File: config.mk
export PLATFORM = sky130hd
export DESIGN_NAME = pc_sequencer
export DESIGN_NICKNAME = d
export VERILOG_FILES = /design/src/rtl/definitions.sv /design/src/rtl/pc_next_calc.sv /design/src/rtl/pc_sequencer.sv
export SDC_FILE = /design/constraint.sdc
export NUM_CORES = 1
export LEC_CHECK = 0
export ABC_AREA = 0
export ABC_CLOCK_PERIOD_IN_PS = 2300
export BUFFER_PORTS_ARGS = -buffer_cell sky130_fd_sc_hd__buf_2
export CAP_MARGIN = 20
export CORE_AREA = 2 2 50 99
export CTS_CLUSTER_SIZE = 14
export DETAILED_ROUTE_END_ITERATION = 6
export DIE_AREA = 0 0 52 101
export PLACE_DENSITY = 0.69
export SYNTH_ARGS = -nofsm -noshare
export SYNTH_HDL_FRONTEND = slang
export SYNTH_SLANG_ARGS = --single-unit
export TNS_END_PERCENT = 10
File: constraint.sdc
create_clock -name CLK -period 2.3 [get_ports CLK]
set_input_delay 0.115 -clock CLK [delete_from_list [all_inputs] [get_ports CLK]]
set_output_delay 0.115 -clock CLK [all_outputs]
set_load 0.005 [all_outputs]
File: src/rtl/definitions.sv
// Shared types and constants for the program-counter sequencer.
package definitions;

  typedef enum logic [1:0] {
    IDLE   = 2'd0,
    RUN    = 2'd1,
    HALTED = 2'd2
  } pc_state_t;

  localparam int PC_W_DEFAULT = 10;
  localparam int BOFFSET_W    = 9;

endpackage

File: src/rtl/pc_next_calc.sv
// Combinational next-PC: soft reset, relative branch with modulo-2**PC_W wrap,
// or plain increment.
module pc_next_calc
  import definitions::*;
#(
  parameter int PC_W       = PC_W_DEFAULT,
  parameter int START_ADDR = 0
) (
  input  logic [PC_W-1:0]      pc,
  input  logic [BOFFSET_W-1:0] boffset,
  input  logic                 bsign,
  input  logic                 branch,
  input  logic                 soft_rst,
  output logic [PC_W-1:0]      next_pc
);

  // One spare bit above the PC keeps the borrow/carry out of the result;
  // dropping it on truncation gives the wrap.
  logic [PC_W:0] off_ext;
  assign off_ext = (PC_W+1)'(boffset);

  always_comb begin
    next_pc = pc + PC_W'(1);
    if (soft_rst) begin
      next_pc = PC_W'(START_ADDR);
    end else if (branch) begin
      next_pc = bsign ? PC_W'({1'b0, pc} - off_ext)
                      : PC_W'({1'b0, pc} + off_ext);
    end
  end

endmodule

File: src/rtl/pc_sequencer.sv
// Program counter / fetch sequencer: IDLE/RUN/HALTED control, PC register
// and saturating retired-instruction counter.
module pc_sequencer
  import definitions::*;
#(
  parameter int PC_W       = PC_W_DEFAULT,
  parameter int START_ADDR = 0,
  parameter int CNT_W      = 16
) (
  input  logic                 CLK,
  input  logic                 RESET_N,
  input  logic                 START,
  input  logic                 STALL,
  input  logic                 BRANCH,
  input  logic [BOFFSET_W-1:0] BOFFSET,
  input  logic                 BSIGN,
  input  logic                 SOFT_RST,
  input  logic                 HALT,
  output logic [PC_W-1:0]      PC,
  output logic                 BUSY,
  output logic                 DONE,
  output logic [CNT_W-1:0]     INSN_CNT
);

  localparam logic [PC_W-1:0] START_PC = PC_W'(START_ADDR);

  pc_state_t        state, state_next;
  logic [PC_W-1:0]  pc_next, calc_pc;
  logic [CNT_W-1:0] cnt_next, cnt_sat;

  pc_next_calc #(
    .PC_W       (PC_W),
    .START_ADDR (START_ADDR)
  ) u_next_calc (
    .pc       (PC),
    .boffset  (BOFFSET),
    .bsign    (BSIGN),
    .branch   (BRANCH),
    .soft_rst (SOFT_RST),
    .next_pc  (calc_pc)
  );

  assign cnt_sat = (&INSN_CNT) ? INSN_CNT : INSN_CNT + CNT_W'(1);

  always_comb begin
    // NOTE: every output of this block gets a hold value first, so no path
    // through the case leaves one unassigned and no latch is inferred.
    state_next = state;
    pc_next    = PC;
    cnt_next   = INSN_CNT;
    case (state)
      IDLE, HALTED: begin
        if (START) begin
          state_next = RUN;
          pc_next    = START_PC;
          cnt_next   = '0;
        end
      end
      RUN: begin
        if (!STALL) begin
          cnt_next = cnt_sat;
          if (HALT) begin
            state_next = HALTED;
            if (SOFT_RST) pc_next = START_PC;
          end else begin
            pc_next = calc_pc;
          end
        end
      end
      default: state_next = IDLE;
    endcase
  end

  // BUSY/DONE are flopped from the next state so they line up with the
  // registered state and carry no input-to-output path.
  always_ff @(posedge CLK or negedge RESET_N) begin
    // NOTE: non-blocking assignments so every flop samples pre-edge values.
    if (!RESET_N) begin
      state    <= IDLE;
      PC       <= START_PC;
      INSN_CNT <= '0;
      BUSY     <= 1'b0;
      DONE     <= 1'b0;
    end else begin
      state    <= state_next;
      PC       <= pc_next;
      INSN_CNT <= cnt_next;
      BUSY     <= (state_next == RUN);
      DONE     <= (state_next == HALTED);
    end
  end

endmodule
* Yosys cells after proc, flatten, opt, wreduce, memory -nomap -nowiden *
Cells that the tools add are included.

storage, ports and cells
  bits in registers = 30
  word-level logic and storage cells = 39
  output and inout bits = 28
  bits of input ports = 17

cells by class
  reductions and logical operators = 6
  add/subtract/negate cells = 4
  multiplexer cells = 16
  equal/unequal tests = 8

operators with widths
  operator               count
  $mux 10                7
  $mux 16                3
  $pmux 16 s2            1
  $pmux 10 s2            1
  $add 16x1->16 const B  1
  $reduce_and 16->1      1
  $add 10x1->10 const B  1
  $add 10x9->10          1
  $sub 10x9->10          1
  $reduce_and 4->1       2
  $mux 2                 3
  $ne 2x2->1 const B     3
  $eq 2x1->1 const B     2
  $eq 2x2->1 const B     2
  $pmux 2 s2             1
  $ne 3x3->1 const B     1
  $logic_not 2->1        1
  $reduce_bool 2->1      1
  $reduce_or 2->1        1

* Longest topological paths before layout *
  depth after elaboration = 7
  depth in mapped cells = 13

* By module *
From an unflattened synthesis, not the netlist that was laid out.

unflattened totals
  cell total of the unflattened synthesis = 274
  area, all modules = 2,264.7 µm²

modules (own cells, without submodules)
  module        instances  area each (µm²)  cells each
  pc_sequencer  1          1,508.9          162
  pc_next_calc  1          755.7            112

* Least setup slack after synthesis *
OpenSTA, ideal clock, no wires.

  path kind = input to register
  start = input port BOFFSET[0]
  end = register PC[6]
  slack = -0.160 ns
  library setup time = 0.122 ns
  cell stages on the path = 11
  arrival = 2.339 ns
  required time = 2.178 ns
  path buffers = 0
  cells stage by stage = inv_1 > ha_1 > or3_1 > and3_1 > ha_1 > nor2b_1 > o21a_1 > o21ai_0 > a21boi_0 > or3_1 > a32o_1

between the ends
  word-level cells in the longest chain between the ends = 7

ends and longest elaborated chain
  what                                            line                                    text
  start, declared                                 pc_sequencer.sv:15                      input logic [BOFFSET_W-1:0] BOFFSET,
  $add 10x9->10 or $sub 10x9->10 (tied branches)  pc_next_calc.sv:28, pc_next_calc.sv:27
  $mux 10 (*)                                     pc_next_calc.sv:27                      next_pc = bsign ? PC_W'({1'b0, pc} - off_ext)
  $mux 10 (*)                                     pc_next_calc.sv:26                      end else if (branch) begin
  $mux 10 (*)                                     pc_next_calc.sv:24                      if (soft_rst) begin
  $mux 10 (*)                                     pc_sequencer.sv:62                      if (HALT) begin
  $mux 10 (*)                                     pc_sequencer.sv:60                      if (!STALL) begin
  $pmux 10 s2 (*)                                 pc_sequencer.sv:51                      case (state)
  end signal, assigned                            pc_sequencer.sv:86                      PC <= pc_next;
  end, declared                                   pc_sequencer.sv:19                      output logic [PC_W-1:0] PC,

Every way passes the cells marked *; elsewhere a longest branch is shown, timed or not. The select of a mux whose other input is x is not followed.
A chain may end at the register's enable or synchronous reset.

* Final worst setup path *
  start = input port BOFFSET[0]
  end = register PC[9]

The elaborated chain is that of the path after synthesis.

==> run metrics <==
status completed; clock transition at the registers of the reported paths 60 ps; synth top area cells dfrtp_1, ha_1, xor2_1; ANT nets after route 0; die height 101 um; final setup violating endpoints 0; post-synth top area share 0.3812; nets 317; part of the power in registers 0.401; I/O pin total 45; setup TNS 0 ps; post-synthesis sequential area ratio 0.3812; Max clock buf depth 2; Root Driver clkbuf_8; Site Rows 35; fraction of layout instances using a drive strength above 1 0.2941; FMAX 458.2 MHz; Sw Ratio 0.3321; top sig layer met4; Vias 1817; DR pass1 iterations 4; unique cell type count in the Yosys netlist 45; routed vias/inst 5.282; number of synthesized flops with an enable pin 0; Net Switching 561.8 uW; peak supply drop 0.6928 mV; Synth area leader dfrtp_1; CP startpoint kind primary input; Syn-to-layout area delta 29.61%; Num CTS Buffers 5; CP Data Arrival Time 2380 ps; HP Class primary input to flip-flop; pin count of the biggest net entering global routing 31; logic gate share of total power 0.347; met3 WL post-DR 163 um; CTS tree yes; Pwr Density 662.8 mW/mm^2; Ant. Diodes 0; Post-synth ARST share 1.000; Worst-Skew Late Latency 270 ps; Setup Skew 1.497 ps; Mapped Nets 249; RePlAce Congestion 0.8197; most common cell after layout, fill and taps aside buf_2; All-Layer GR Usage 0.1711; DRC 0; syn avg cell area 8.952 um^2; initial drt markers 35; fin crit period 2183 ps; Clock Sinks 30; Placement Cell Area 0.002420 mm^2; clock group share of total power 0.253; PortBufs 44; Detail Route met2 WL 2095 um; CP max FO 4; Worst Path Required 2490 ps; Tot Pwr 1692 uW; Pint 1130 uW; post-route cell area 0.002552 mm^2; gr ovfl total 0; WS Path Type primary input to flip-flop; vias in the first global route 1653; final worst path period share 0.9490; Mapped Cells 220; Starting Density 0.4366; most frequent cells in the layout buf_2, dfrtp_1, nand2_1; Fin. Hold Viols 0; wl on met1 2000 um; max-cap viol count 0; slew margin rel. 0.5653; crit end category flip-flop; WL/cell 12.47 um; Pins Over Slew Limit 0; Post-Syn Area 0.001969 mm^2; initial antenna violation count 0; ys flop type dfrtp_1; Core Footprint 0.004511 mm^2; die width 52 um; Yosys reg bits 30; first-pass GRT wire length 7024 um; Die ar. 0.005252 mm^2; Detailed Place HPWL 3378 um; Post-Route WL 4289 um; Slew @ Worst Pin 652.1 ps; synth warn 0; LEAKAGE 0.001260 uW; number of H-tree levels 2
-- Yosys cell counts, drive strengths merged, types with 2 or more instances --
master / number
buf: 2
or3: 8
nand2: 24
o211ai: 2
xor2: 12
o22ai: 2
a31o: 3
nor4: 5
a21oi: 9
a32o: 2
nor3b: 2
nor2b: 2
nor3: 9
nor2: 19
dfrtp: 30
nand3: 6
and3: 4
xnor2: 8
o21ai: 16
clkbuf: 2
inv: 9
a21o: 5
ha: 11
nand4: 2
nand2b: 5
and2: 4
-- flip-flops by register name (all words and copies together), names as in the netlist --
signal,count
INSN_CNT,16
BUSY,1
state,2
PC,10
DONE,1
-- cell families (layout without fill, tap and decap cells) --
kind of cell | after synthesis | in the layout | synth area share
simple gates | 94 | 94 | 0.2427
compound gates | 49 | 49 | 0.1703
flops | 30 | 30 | 0.3812
xor+xnor | 20 | 20 | 0.08895
buf+inv | 13 | 82 | 0.02605
fa+ha+maj | 12 | 12 | 0.08005
mux | 2 | 2 | 0.01080
-- layout make-up --
type                            instances  area, um^2
Timing Repair Buffer                   65       392.9
Clock buffer                            7       86.33
Sequential cell                        30       750.7
Fill cell                             424        1958
Multi-Input combinational cell        177        1215
Clock inverter                          1       5.005
Tap cell                               55       68.82
Inverter                                9       33.78
-- repair_timing --
action / 4_1_cts / 5_1_grt
hold endpoints to repair: 30 / 0
resized for setup: 0 / 5
hold buffers: 1 / 0
buffers inserted: 0 / 0
setup endpoints to repair: 0 / 2
-- power by group through the flow --
stage / Sequential [uW] / Combinational [uW] / Clock [uW]
2_1_floorplan: 677 / 345 / 0
3_3_place_gp: 680 / 568 / 0
3_5_place_dp: 683 / 584 / 0
4_1_cts: 676 / 588 / 444
5_1_grt: 691 / 661 / 460
6_report: 678 / 586 / 428
-- per-stage QoR --
stage | utilization | hold WS [ps] | std cells | setup slack, ps
6_report | 0.5659 | 66.35 | 344 | 117.3
5_1_grt | 0.5659 | 80.52 | 344 | -2.648
4_1_cts | 0.5589 | 55.97 | 344 | 67.97
3_5_place_dp | 0.5365 | 177.5 | 335 | -219.1
3_3_place_gp | 0.5365 | 178.8 | 335 | -160.1
2_1_floorplan | - | -180.6 | 220 | -53.40
-- worst max-delay path, cell delays in order --
cell	delay, ps
buf_2	90
inv_1	50
ha_2	200
nand2_1	80
nor3_1	50
or3_1	290
and3_1	190
ha_4	230
a21o_1	170
a31o_2	260
o21bai_1	130
or4b_1	450
o211ai_1	90
-- routing by layer --
metal | up-vias | global-route usage
met5 | - | 0
met4 | 0 | 0.04453
met3 | 4 | 0.03709
met2 | 36 | 0.2697
met1 | 857 | 0.2346
li1 | 920 | -
-- path summary, 6_finish.rpt --
path | start | slack, ps | cells past startpoint | endpoint
worst min register to register | PC[0]$_DFFE_PN0P_ | 520 | 2 | PC[0]$_DFFE_PN0P_
worst max-delay path | BOFFSET[0] | 120 | 13 | PC[9]$_DFFE_PN0P_
max in group asynchronous | RESET_N | 1470 | 2 | DONE$_DFF_PN0_
min in group asynchronous | RESET_N | 400 | 2 | INSN_CNT[7]$_DFFE_PN0P_
worst min-delay path | START | 70 | 2 | state[1]$_DFF_PN0_
worst max register to register | PC[3]$_DFFE_PN0P_ | 260 | 7 | PC[9]$_DFFE_PN0P_
(Power assumes the default switching activity.)
